--- src/rtl/sram_scrub_pkg.sv ---
// Shared types and constants for the SRAM init/scrub controller.
package sram_scrub_pkg;

    typedef enum logic [1:0] {
        IDLE,
        INIT,
        SCRUB,
        DRAIN
    } state_e;

    localparam int unsigned LfsrW = 32;
    // Galois right-shift taps for x^32 + x^22 + x^2 + x + 1
    localparam logic [LfsrW-1:0] LfsrPoly = 32'h8020_0003;
    localparam int unsigned ErrCntW = 16;

    function automatic logic [LfsrW-1:0] lfsr_step(input logic [LfsrW-1:0] s);
        return s[0] ? ((s >> 1) ^ LfsrPoly) : (s >> 1);
    endfunction

endpackage

--- src/rtl/sram_scrub_lfsr.sv ---
// Galois LFSR that generates the init-sweep write pattern; reloadable with its seed.
module sram_scrub_lfsr
    import sram_scrub_pkg::*;
#(
    parameter logic [LfsrW-1:0] Seed = 32'h1
) (
    input  logic             clk_i,
    input  logic             rst_i,
    input  logic             load_i,
    input  logic             step_i,
    output logic [LfsrW-1:0] state_o
);

    always_ff @(posedge clk_i or posedge rst_i) begin
        if (rst_i) begin
            state_o <= Seed;
        end else if (load_i) begin
            state_o <= Seed;
        end else if (step_i) begin
            state_o <= lfsr_step(state_o);
        end
    end

endmodule

--- src/rtl/sram_scrub_ctrl.sv ---
// SRAM init/scrub sweep controller with error accounting.
// Define SRAM_SCRUB_LFSR_EN to fill memory with an LFSR pattern instead of zeros.
module sram_scrub_ctrl
    import sram_scrub_pkg::*;
#(
    parameter int unsigned Depth    = 16384,
    parameter int unsigned Width    = 32,
    parameter logic [31:0] LfsrSeed = 32'h1
) (
    input  logic                     clk_i,
    input  logic                     rst_i,
    input  logic                     init_req_i,
    input  logic                     scrub_req_i,
    input  logic                     key_valid_i,
    output logic                     req_o,
    input  logic                     gnt_i,
    output logic                     write_o,
    output logic [$clog2(Depth)-1:0] addr_o,
    output logic [Width-1:0]         wdata_o,
    output logic [Width-1:0]         wmask_o,
    input  logic                     rvalid_i,
    input  logic [1:0]               rerror_i,
    input  logic [31:0]              raddr_i,
    output logic                     busy_o,
    output logic                     done_o,
    output logic [ErrCntW-1:0]       corr_cnt_o,
    output logic                     uncorr_o,
    output logic [31:0]              err_addr_o
);

    localparam int unsigned AW = $clog2(Depth);
    localparam logic [AW-1:0] LastAddr = AW'(Depth - 1);

    if (Depth < 4 || (Depth & (Depth - 1)) != 0) begin : g_bad_depth
        $error("Depth must be a power of two and at least 4");
    end
    if (Width == 0 || (Width % 8) != 0) begin : g_bad_width
        $error("Width must be a nonzero multiple of 8");
    end
    if (LfsrSeed == '0) begin : g_bad_seed
        $error("LfsrSeed must be nonzero");
    end

    state_e     state;
    logic [1:0] outs;
    logic [1:0] outs_nxt;
    logic       xfer;
    logic       rd_xfer;
    logic       rsp;

    assign req_o   = (state == INIT || state == SCRUB) && key_valid_i && (outs < 2'd2);
    assign write_o = (state == INIT);
    assign wmask_o = (state == INIT) ? '1 : '0;
    assign xfer    = req_o && gnt_i;
    assign rd_xfer = xfer && (state == SCRUB);
    assign rsp     = rvalid_i && (state != IDLE) && (outs != 2'd0);

    // A read issued and a response returned in the same cycle cancel out.
    always_comb begin
        outs_nxt = outs;
        if (rd_xfer && !rsp) begin
            outs_nxt = outs + 2'd1;
        end else if (!rd_xfer && rsp) begin
            outs_nxt = outs - 2'd1;
        end
    end

    always_ff @(posedge clk_i or posedge rst_i) begin
        if (rst_i) begin
            state      <= IDLE;
            addr_o     <= '0;
            outs       <= '0;
            busy_o     <= 1'b0;
            done_o     <= 1'b0;
            corr_cnt_o <= '0;
            uncorr_o   <= 1'b0;
            err_addr_o <= '0;
        end else begin
            done_o <= 1'b0;
            outs   <= outs_nxt;
            case (state)
                IDLE: begin
                    if (init_req_i || scrub_req_i) begin
                        state      <= init_req_i ? INIT : SCRUB;
                        busy_o     <= 1'b1;
                        addr_o     <= '0;
                        corr_cnt_o <= '0;
                        uncorr_o   <= 1'b0;
                        err_addr_o <= '0;
                    end
                end
                INIT: begin
                    if (xfer) begin
                        if (addr_o == LastAddr) begin
                            state  <= IDLE;
                            busy_o <= 1'b0;
                            done_o <= 1'b1;
                        end else begin
                            addr_o <= addr_o + AW'(1);
                        end
                    end
                end
                SCRUB: begin
                    if (xfer) begin
                        if (addr_o == LastAddr) begin
                            state <= DRAIN;
                        end else begin
                            addr_o <= addr_o + AW'(1);
                        end
                    end
                end
                DRAIN: begin
                    if (outs_nxt == 2'd0) begin
                        state  <= IDLE;
                        busy_o <= 1'b0;
                        done_o <= 1'b1;
                    end
                end
                default: state <= IDLE;
            endcase

            if (rsp) begin
                if (rerror_i[0] && corr_cnt_o != '1) begin
                    corr_cnt_o <= corr_cnt_o + ErrCntW'(1);
                end
                if (rerror_i[1]) begin
                    uncorr_o <= 1'b1;
                    if (!uncorr_o) begin
                        err_addr_o <= raddr_i;
                    end
                end
            end
        end
    end

`ifdef SRAM_SCRUB_LFSR_EN
    localparam int unsigned Reps = (Width + LfsrW - 1) / LfsrW;

    logic [LfsrW-1:0]      lfsr_q;
    logic [Reps*LfsrW-1:0] lfsr_rep;

    sram_scrub_lfsr #(
        .Seed(LfsrSeed)
    ) u_lfsr (
        .clk_i  (clk_i),
        .rst_i  (rst_i),
        .load_i (state == IDLE && init_req_i),
        .step_i (xfer && state == INIT),
        .state_o(lfsr_q)
    );

    assign lfsr_rep = {Reps{lfsr_q}};
    // Gated so the pattern never leaks onto the bus outside an init sweep.
    assign wdata_o  = (state == INIT) ? lfsr_rep[Width-1:0] : '0;
`else
    assign wdata_o = '0;
`endif

endmodule

--- config.mk ---
export PLATFORM = sky130hd
export DESIGN_NAME = sram_scrub_ctrl
export DESIGN_NICKNAME = d
export VERILOG_FILES = /design/src/rtl/sram_scrub_pkg.sv /design/src/rtl/sram_scrub_lfsr.sv /design/src/rtl/sram_scrub_ctrl.sv
export SDC_FILE = /design/constraint.sdc
export NUM_CORES = 1
export LEC_CHECK = 0
export ABC_AREA = 1
export CAP_MARGIN = 20
export CORE_MARGIN = 3
export CORE_UTILIZATION = 40
export DETAILED_ROUTE_END_ITERATION = 7
export PLACE_DENSITY_LB_ADDON = 0.12
export REMOVE_ABC_BUFFERS = 1
export SLEW_MARGIN = 15
export SYNTH_ARGS = -nofsm -noshare
export SYNTH_HDL_FRONTEND = slang
export SYNTH_SLANG_ARGS = --single-unit
--- constraint.sdc ---
create_clock -name clk_i -period 2.66 [get_ports clk_i]
set_clock_uncertainty 0.05 [all_clocks]
set_input_delay 0.532 -clock clk_i [delete_from_list [all_inputs] [get_ports clk_i]]
set_output_delay 0.532 -clock clk_i [all_outputs]
set_load 0.1 [all_outputs]
==> flow_metrics.env, run 1 <==
export IMPL_ys_types=36
export IMPL_max_freq_mhz=421
export IMPL_grt_ovfl_total=0
export IMPL_drv_slew=0
export IMPL_cts_buffer_depth=2
export IMPL_synthCells=521
export IMPL_io_buffers=139
export IMPL_rows=36
export IMPL_final_cell_mix="inv_1, nand2_1, dfrtp_1"
export IMPL_start_util_pct=41.7
export IMPL_drive_gt1_share_pct=22.4
export IMPL_startpoint_type="register"
export IMPL_worstMarginPinSlew_ns=0.537
export IMPL_fin_crit_sh_pct=89.2
export IMPL_synth_top_family_by_area="simple AND/OR/NAND/NOR gates"
export IMPL_postCtsHoldBufs=0
export IMPL_synthSimpleGateAreaFrac_pct=24.5
export IMPL_gp_congestion=0.878
export IMPL_end_kind="output pin"
export IMPL_drc_errors=0
export IMPL_cts_tree="done"
export IMPL_nets=679
export IMPL_setup_viol=0
export IMPL_fp_dieW_um=107
export IMPL_via_count=3593
export IMPL_area_growth_pct=38.4
export IMPL_grt_max_degree=65
export IMPL_final_common_cell="inv_1"
export IMPL_ios=172
export IMPL_worstPathMaxFanout=7
export IMPL_cts_setup_buffers=0
export IMPL_synth_compound_area_share_pct=8.76
export IMPL_grt_pass1_vias=3423
export IMPL_cts_root_buf="clkbuf_8"
export IMPL_drt_total_wl_mm=10.3
export IMPL_whs_ns=0.456
export IMPL_hp_class="register to register"
export IMPL_maxCapViolCount=0
export IMPL_path_clk_slew_ns=0.07
export IMPL_finalHoldViolCount=0
export IMPL_synthAdderAreaFrac_pct=2.13
export IMPL_arrival_ns=1.79
export IMPL_drt_iter0_markers=138
export IMPL_cp_required_ns=2.08
export IMPL_rsz0062_at_grt="no"
export IMPL_syn_mean_instance_area_um2=7.90
export IMPL_utilization_pct=57.7
export IMPL_outcome="finished, final reports clean"
export IMPL_yosys_warnings=0
export IMPL_synth_mux_area_share_pct=0
export IMPL_netlist_area_mm2=0.00411
export IMPL_globalRouteTotalUtil_pct=17.8
export IMPL_dieArea_mm2=0.0115
export IMPL_diodes=0
export IMPL_min_period_ns=2.37
export IMPL_antenna_found_initial=0
export IMPL_dieHeight_um=107
export IMPL_wire_per_inst_um=13.4
export IMPL_first_pass_iters=4
export IMPL_worstSetupPathType="register to output pin"
export IMPL_grt_pass1_wl_mm=16.5
export IMPL_core_area_mm2=0.00986
export IMPL_hpwl_mm=7.70
export IMPL_numCtsBuffers=9
export IMPL_seq_area_frac_synth_pct=42.0
export IMPL_synth_xor_area_share_pct=1.28
export IMPL_clk_latency_ns=0.34
export IMPL_cts_sink_count=69
export IMPL_ys_ff_latch=69
export IMPL_drtAntennaViolNets=0
export IMPL_max_slew_margin_rel_pct=64.2
export IMPL_postCtsResizedCells=0
export IMPL_via_per_inst=4.68
export IMPL_cts_max_level=3
[state kept, by name (all words and copies together), names as in the netlist]
register / cells
err_addr_o: 32
busy_o: 1
uncorr_o: 1
done_o: 1
outs: 2
state: 2
corr_cnt_o: 16
addr_o: 14
[cell families after synthesis]
logic type / count (synthesis)
and+or+nand+nor: 211
buffers and inverters: 160
DFF: 69
AOI/OAI and AO/OA: 67
adders and majority gates: 7
xor gates and xnor gates: 6
other: 1
[critical path: stages (launching register included)]
cell and delay [ns]:
dfrtp_1 0.41, inv_1 0.08, ha_1 0.51, nand2_2 0.11
nor2_4 0.16, buf_12 0.19
[per-stage QoR]
stage	worst slack, ns	cell area [um2]	cells	setup TNS [ns]
floorplan	-23.77	3680	476	-766.58
detailed placement	0.174	5480	753	0
global route	0.174	5690	768	0
global placement	0.276	5480	753	0
finish	0.286	5690	768	0
CTS	0.271	5690	768	0
[final timing paths]
kind / startpoint / to / slack (ns) / cells after the start
worst max register to register: state[0] / addr_o[4] / 0.31 / 11
worst min-delay path: busy_o / busy_o / 0.46 / 2
worst max-delay path: state[0] / req_o / 0.29 / 5
max in group asynchronous: rst_i / done_o / 1.44 / 3
min in group asynchronous: rst_i / corr_cnt_o[7] / 0.49 / 2
worst min register to register: busy_o / busy_o / 0.46 / 2
[cells in the mapped netlist, drive strengths merged]
| cell type | instances | share of area [%] |
|---|---|---|
| o31ai | 2 | 0.36 |
| inv | 84 | 7.8 |
| xor2 | 5 | 1.1 |
| nor3b | 2 | 0.49 |
| ha | 7 | 2.1 |
| xnor2 | 1 | 0.21 |
| clkbuf | 8 | 0.97 |
| conb | 1 | 0.091 |
| nor3 | 11 | 1.5 |
| nand2 | 84 | 8.3 |
| nand3 | 63 | 7.8 |
| o21bai | 2 | 0.36 |
| nand3b | 3 | 0.55 |
| buf | 68 | 12 |
| a21oi | 13 | 1.8 |
| nand4 | 7 | 1.4 |
| dfrtp | 69 | 42 |
| nor2 | 40 | 4.4 |
| a22o | 1 | 0.21 |
| o21ai | 48 | 5.8 |
| or2 | 1 | 0.15 |
| a31o | 1 | 0.21 |
[per-layer routing]
| layer | global-route usage (%) | vias to the layer above | part of all wire [%] |
|---|---|---|---|
| met5 | 0 | - | 0 |
| met4 | 6.67 | 0 | 1.3 |
| met3 | 4.98 | 11 | 8.0 |
| met2 | 28.4 | 135 | 48 |
| met1 | 22.9 | 1671 | 42 |
| li1 | - | 1776 | - |
[area by class of cell]
cell class | instances | area (um2)
clock buffer | 11 | 141
clock inverter | 4 | 72.6
fill | 896 | 4170
inverter | 84 | 320
multi-input combinational | 323 | 1630
sequential | 69 | 1730
tap | 133 | 166
timing repair buffer | 144 | 1630
Power of run 1 is not shown: default switching activity piles up to over one toggle a cycle in this logic, so the estimate is an artifact.
==> inputs of run 2 (changes only) <==
CAP_MARGIN = 10   (was 20)
==> results of run 2 <==
Same layout as run 1: the final DEF is identical, and so are final timing and power.
Power of run 2 is left out for the same reason.
